[src/rtl/ptw_mem_responder.sv]
// ptw_mem_responder
//   Memory-side responder for the page-table walker's PTE read port. Each
//   new walker address becomes one read on a valid/ready memory bus. The
//   returned 64-bit PTE is held on rdata, and mmu_stall holds the walker
//   until that data matches the address it is presenting.
//
//   Optional feature: define PTW_PTE_CACHE_EN to add a small direct-mapped
//   PTE cache (CACHE_ENTRIES deep) in front of the bus. Without it, flush is
//   ignored and every new address goes to the bus.
//
// Ports
//   clk, rst                     clock, synchronous active-low reset
//   addr, ren                    walker request (ren held for the whole walk)
//   rdata, mmu_stall             PTE data back to the walker / not-valid flag
//   flush                        satp write or sfence: drop cached PTEs
//   mem_req_valid/ready/addr     bus read request channel
//   mem_resp_valid/data/err      bus read response (one beat per request)
//   rd_count                     saturating count of accepted bus reads
module ptw_mem_responder #(
  parameter int CACHE_ENTRIES = 4,
  parameter int CNT_W         = 32
) (
  input  logic             clk,
  input  logic             rst,
  input  logic [63:0]      addr,
  input  logic             ren,
  output logic [63:0]      rdata,
  output logic             mmu_stall,
  input  logic             flush,
  output logic             mem_req_valid,
  input  logic             mem_req_ready,
  output logic [63:0]      mem_req_addr,
  input  logic             mem_resp_valid,
  input  logic [63:0]      mem_resp_data,
  input  logic             mem_resp_err,
  output logic [CNT_W-1:0] rd_count
);

  typedef enum logic [2:0] {S_IDLE, S_REQ, S_WAIT, S_DONE, S_DRAIN} state_e;

  state_e             state_q, state_d;
  logic [63:0]        lat_addr_q, lat_addr_d;
  logic [63:0]        rdata_q, rdata_d;
  logic               req_vld_q, req_vld_d;
  logic [63:0]        req_addr_q, req_addr_d;
  logic [CNT_W-1:0]   cnt_q, cnt_d;
  logic               cnt_inc, start, lookup;
  logic               addr_hit, keep;
  logic [63:0]        new_baddr;
  logic               cache_hit;
  logic [63:0]        cache_data;

  // The PTE index is a doubleword index; addr[11:9] are not part of it.
  // The shifted index fits in 12 bits, so the add reduces to a concatenation.
  assign new_baddr = {addr[63:12], addr[8:0], 3'b000};
  assign addr_hit  = (addr == lat_addr_q);
  // The current transaction is still wanted by the walker.
  assign keep      = ren & addr_hit;

  assign mmu_stall     = ren & ~(rst & (state_q == S_DONE) & addr_hit);
  assign rdata         = rdata_q;
  assign mem_req_valid = req_vld_q;
  assign mem_req_addr  = req_addr_q;
  assign rd_count      = cnt_q;

`ifdef PTW_PTE_CACHE_EN
  localparam int IW = $clog2(CACHE_ENTRIES);

  logic [CACHE_ENTRIES-1:0] cvld_q;
  logic [60:0]              ctag_q [CACHE_ENTRIES];
  logic [63:0]              cdat_q [CACHE_ENTRIES];
  logic [IW-1:0]            lk_idx, fill_idx;
  logic                     resp_take, fill_en;

  assign lk_idx     = new_baddr[3 +: IW];
  assign fill_idx   = req_addr_q[3 +: IW];
  // No hits in the flush cycle: the entry is about to be invalidated.
  assign cache_hit  = cvld_q[lk_idx] & (ctag_q[lk_idx] == new_baddr[63:3]) & ~flush;
  assign cache_data = cdat_q[lk_idx];
  // Any consumed response (kept or drained) carries valid data for
  // req_addr_q, so both may fill.
  assign resp_take  = mem_resp_valid &
                      ((state_q == S_WAIT) | ((state_q == S_DRAIN) & ~req_vld_q));
  assign fill_en    = resp_take & ~mem_resp_err & ~flush;

  always_ff @(posedge clk) begin
    if (!rst)         cvld_q <= '0;
    else if (flush)   cvld_q <= '0;
    else if (fill_en) cvld_q[fill_idx] <= 1'b1;
  end

  always_ff @(posedge clk) begin
    if (fill_en) begin
      ctag_q[fill_idx] <= req_addr_q[63:3];
      cdat_q[fill_idx] <= mem_resp_data;
    end
  end
`else
  logic unused_flush;
  assign unused_flush = flush;
  assign cache_hit    = 1'b0;
  assign cache_data   = '0;
`endif

  always_comb begin
    state_d    = state_q;
    lat_addr_d = lat_addr_q;
    rdata_d    = rdata_q;
    req_vld_d  = req_vld_q;
    req_addr_d = req_addr_q;
    cnt_inc    = 1'b0;
    start      = 1'b0;
    lookup     = 1'b0;
    case (state_q)
      S_IDLE: if (ren) begin start = 1'b1; lookup = 1'b1; end
      S_REQ: begin
        // A presented request is never withdrawn; an abort only changes
        // where we go once it has been accepted.
        if (mem_req_ready) begin
          req_vld_d = 1'b0;
          cnt_inc   = 1'b1;
          state_d   = keep ? S_WAIT : S_DRAIN;
        end else if (!keep) begin
          state_d = S_DRAIN;
        end
      end
      S_WAIT: begin
        if (mem_resp_valid) begin
          if (keep) begin
            // A zero PTE has V=0, so an error aborts the walk.
            rdata_d = mem_resp_err ? 64'h0 : mem_resp_data;
            state_d = S_DONE;
          end else if (ren) begin
            start = 1'b1;
          end else begin
            state_d = S_IDLE;
          end
        end else if (!keep) begin
          state_d = S_DRAIN;
        end
      end
      S_DONE: begin
        if (!ren)           state_d = S_IDLE;
        else if (!addr_hit) begin start = 1'b1; lookup = 1'b1; end
      end
      S_DRAIN: begin
        // Aborted from REQ: the request may still be waiting for ready.
        if (req_vld_q) begin
          if (mem_req_ready) begin
            req_vld_d = 1'b0;
            cnt_inc   = 1'b1;
          end
        end else if (mem_resp_valid) begin
          if (ren) start = 1'b1;
          else     state_d = S_IDLE;
        end
      end
      default: state_d = S_IDLE;
    endcase

    if (start) begin
      lat_addr_d = addr;
      req_addr_d = new_baddr;
      if (lookup && cache_hit) begin
        rdata_d = cache_data;
        state_d = S_DONE;
      end else begin
        req_vld_d = 1'b1;
        state_d   = S_REQ;
      end
    end

    cnt_d = (cnt_inc && (cnt_q != '1)) ? cnt_q + CNT_W'(1) : cnt_q;
  end

  always_ff @(posedge clk) begin
    if (!rst) begin
      state_q    <= S_IDLE;
      lat_addr_q <= '0;
      rdata_q    <= '0;
      req_vld_q  <= 1'b0;
      req_addr_q <= '0;
      cnt_q      <= '0;
    end else begin
      state_q    <= state_d;
      lat_addr_q <= lat_addr_d;
      rdata_q    <= rdata_d;
      req_vld_q  <= req_vld_d;
      req_addr_q <= req_addr_d;
      cnt_q      <= cnt_d;
    end
  end

endmodule
[config.mk]
export PLATFORM = sky130hd
export DESIGN_NAME = ptw_mem_responder
export DESIGN_NICKNAME = d
export VERILOG_FILES = /design/src/rtl/ptw_mem_responder.sv
export SDC_FILE = /design/constraint.sdc
export NUM_CORES = 1
export LEC_CHECK = 0
export BUFFER_PORTS_ARGS = -buffer_cell sky130_fd_sc_hd__buf_2
export CORE_ASPECT_RATIO = 0.7
export CORE_MARGIN = 8
export CORE_UTILIZATION = 53
export CTS_CLUSTER_SIZE = 28
export DETAILED_ROUTE_END_ITERATION = 8
export PLACE_DENSITY = 0.95
export SLEW_MARGIN = 10
export SYNTH_ARGS = -nofsm -noshare
export SYNTH_HDL_FRONTEND = slang
export SYNTH_SLANG_ARGS = --single-unit
[constraint.sdc]
create_clock -name clk -period 4.5 [get_ports clk]
set_input_delay 0.225 -clock clk [delete_from_list [all_inputs] [get_ports clk]]
set_output_delay 0.225 -clock clk [all_outputs]
set_load 0.01 [all_outputs]
==> results.toml <==
[grt]
grt_pass1_vias = 6378
grt_pass1_wl_mm = 32.1
grt_max_degree = 129
overflow = 0
track_usage_pct = 21.0
grt_antenna_before_repair = 0

[power]
p_int_mw = 2.45
power_switching_mw = 0.826
power.clock.fraction_pct = 43.1
p_comb_share_pct = 10.2
powerDensity_nw_per_um2 = 350
p_leak_nw = 4.47
seq_power_share_pct = 46.7
sw_frac_of_total_pct = 25.2
vdd_ir_drop_max_uv = 234

[worst_setup_path]
path_cells = "xor2_1, nor4_1, nand4_1, nor4_4, o31a_2, buf_12, mux2i_1, nor2_1"
critPathSlowestCell = "nor4_4"
cp-start-kind = "flop"
crit_type = "reg -> reg"
critPathMaxStageDelay_ns = 0.61
arrival_ns = 3.57
cp_max_fo = 54
end_kind = "flop"
critPathRequiredTime_ns = 4.78

[clock_network]
cts_hold_buffers = 0
clock-sinks = 164
cts_max_path_buffers = 2
cts_tree = "done"
cts_resized = 0
clk_pin_slew_ns = 0.07
cts_htree_levels = 4
cts-root-buf = "clkbuf_16"
clkLatencyLatePin_ns = 0.41
numCtsBuffers = 17
post-cts-setup-buffers = 0

[timing]
fin_hold_ws_ns = 0.0747
slew_headroom_pct = 31.3
fin_skew_ns = 0.0112
hold_violations = 0
rsz0062_at_grt = "no"
period_share_pct = 73.2
setup_viol = 0
max_freq_mhz = 303
maxSlewViolCount = 0
tns_ns = 0
worstMarginPinSlew_ns = 1.03
fin_crit_ns = 3.30

[place]
place.gp.congestion = 0.807
dp.cells = 1233
hpwl_mm = 15.4
io_buffers = 292

[yosys]
syn_inst = 855
synth_edf_count = 0
ys_types = 42
synth_area_per_cell_um2 = 9.06
yosys-top-cells-area = "dfxtp_1 (42%), xor2_1 (8.9%), mux2i_1 (8.3%)"
synth_area_um2 = 7750
yosys.area.top_type = "dfxtp_1"
ys_ff_latch = 164
yosys_most_used_dff = "dfxtp_1"
yosysWarnings = 0
seq_area_frac_synth_pct = 42.4
async_flop_share_pct = 0
yosys.area.top_type_share_pct = 42.4

[die]
fp.dieW_um = 161
core_um2 = 14500
start_util_pct = 53.5
dieHeight_um = 117
die-area_um2 = 18800
rows = 37
ios = 297

[flow_run]
cap_violations = 0

[cells_and_area]
layout_common_cells = "buf_2 (292), dfxtp_1 (164), nor2_1 (97), nand2_1 (80)"
fillCellCount = 1201
nets = 1193
fin_cells = 1265
utilization_pct = 64.6
final_common_cell = "buf_2"
syn2layout_area_growth_pct = 20.7
drive_gt1_share_pct = 31.3
diodes = 0

[routing]
avgRoutedWirePerCell_um = 16.4
routed_via_density = 5.14
drt-initial-drc-count = 489
dr_total_vias = 6496
drt_wl_total_mm = 20.7
postRouteAntennaNets = 0
drc = 0
dr.pass1.iters = 5

[run_status]
status = "complete, no violations"

[min_path]
hold_class = "in -> reg"
[worst max-delay path: cells and delay by family, from the launching register on]
family | cells | cell delay (ns)
simple gates | 4 | 1.45
compound gates | 1 | 0.55
buf+inv | 1 | 0.39
flops | 1 | 0.32
mux | 1 | 0.25
xor+xnor | 1 | 0.16
[registers in the layout, summed over array words and instances, names as in the netlist]
register	count
rdata	64
rd_count	32
lat_addr_q	64
mem_req_valid	1
state_q	3
[power groups by stage]
| stage | clock network [mW] | logic, mW | registers [mW] |
|---|---|---|---|
| global placement | 0 | 0.324 | 1.56 |
| finish | 1.41 | 0.334 | 1.53 |
| detailed placement | 0 | 0.333 | 1.56 |
| floorplan | 0 | 0.245 | 1.55 |
| global route | 1.50 | 0.364 | 1.53 |
| CTS | 1.44 | 0.335 | 1.53 |
[per-stage QoR]
| stage | total power, mW | instance area [µm²] | worst slack [ns] |
|---|---|---|---|
| after global routing | 3.40 | 9350 | 0.972 |
| after CTS | 3.31 | 9350 | 1.22 |
| after global placement | 1.88 | 8780 | 1.28 |
| after floorplan | 1.80 | 7760 | 2.18 |
| after detailed placement | 1.89 | 8780 | 1.23 |
| final | 3.27 | 9350 | 1.20 |
[final timing paths]
check	from	endpoint	slack (ns)	depth (start not counted)
max	lat_addr_q[10]$_SDFFE_PN0P_	lat_addr_q[16]$_SDFFE_PN0P_	1.20	8
min	addr[5]	lat_addr_q[5]$_SDFFE_PN0P_	0.07	3
max reg2reg	lat_addr_q[10]$_SDFFE_PN0P_	lat_addr_q[16]$_SDFFE_PN0P_	1.20	8
min reg2reg	rdata[18]$_SDFFE_PN0P_	rdata[18]$_SDFFE_PN0P_	0.45	2
[cell families (layout without fill, tap and decap cells)]
family / Yosys count / count (layout) / synth area share (%)
buffers and inverters: 120 / 333 / 9.91
multiplexers: 64 / 64 / 8.27
other: 1 / 3 / 0.0484
flip-flops: 164 / 164 / 42.4
AO/OA/AOI/OAI: 98 / 98 / 6.85
XOR/XNOR: 89 / 89 / 10.1
AND/OR/NAND/NOR: 318 / 318 / 22.3
adder cells (fa/ha/maj): 1 / 1 / 0.161
[synthesized netlist by cell type, types with 3 or more instances]
master / number
dfxtp_1: 164
nor4_1: 17
or3b_1: 64
a21oi_1: 79
nand2_1: 80
or3_1: 6
buf_4: 65
and3_1: 5
o21ai_0: 9
buf_2: 5
nand2b_1: 4
xnor2_1: 10
buf_6: 9
inv_1: 5
nand3_1: 13
mux2i_1: 64
xor2_1: 79
nor2_1: 97
and2_1: 3
nand4_1: 16
and4_1: 4
clkbuf_1: 33
[area by class of cell]
| class | instances | area, µm² | share of cell area [%] |
|---|---|---|---|
| Tap cell | 195 | 244 | 2.61 |
| Clock buffer | 20 | 457 | 4.88 |
| Sequential cell | 164 | 3280 | 35.1 |
| Multi-Input combinational cell | 573 | 3720 | 39.7 |
| Timing Repair Buffer | 295 | 1510 | 16.1 |
| Inverter | 6 | 25.0 | 0.268 |
| Clock inverter | 12 | 120 | 1.28 |
[layer usage]
metal / up-vias / part of all wire, % / track usage, %
li1: 3239 / - / -
met1: 3024 / 42 / 24.5
met2: 199 / 50 / 36.3
met3: 34 / 6.1 / 6.78
met4: 0 / 1.9 / 6.95
met5: - / 0 / 0
(Power assumes the default switching activity.)
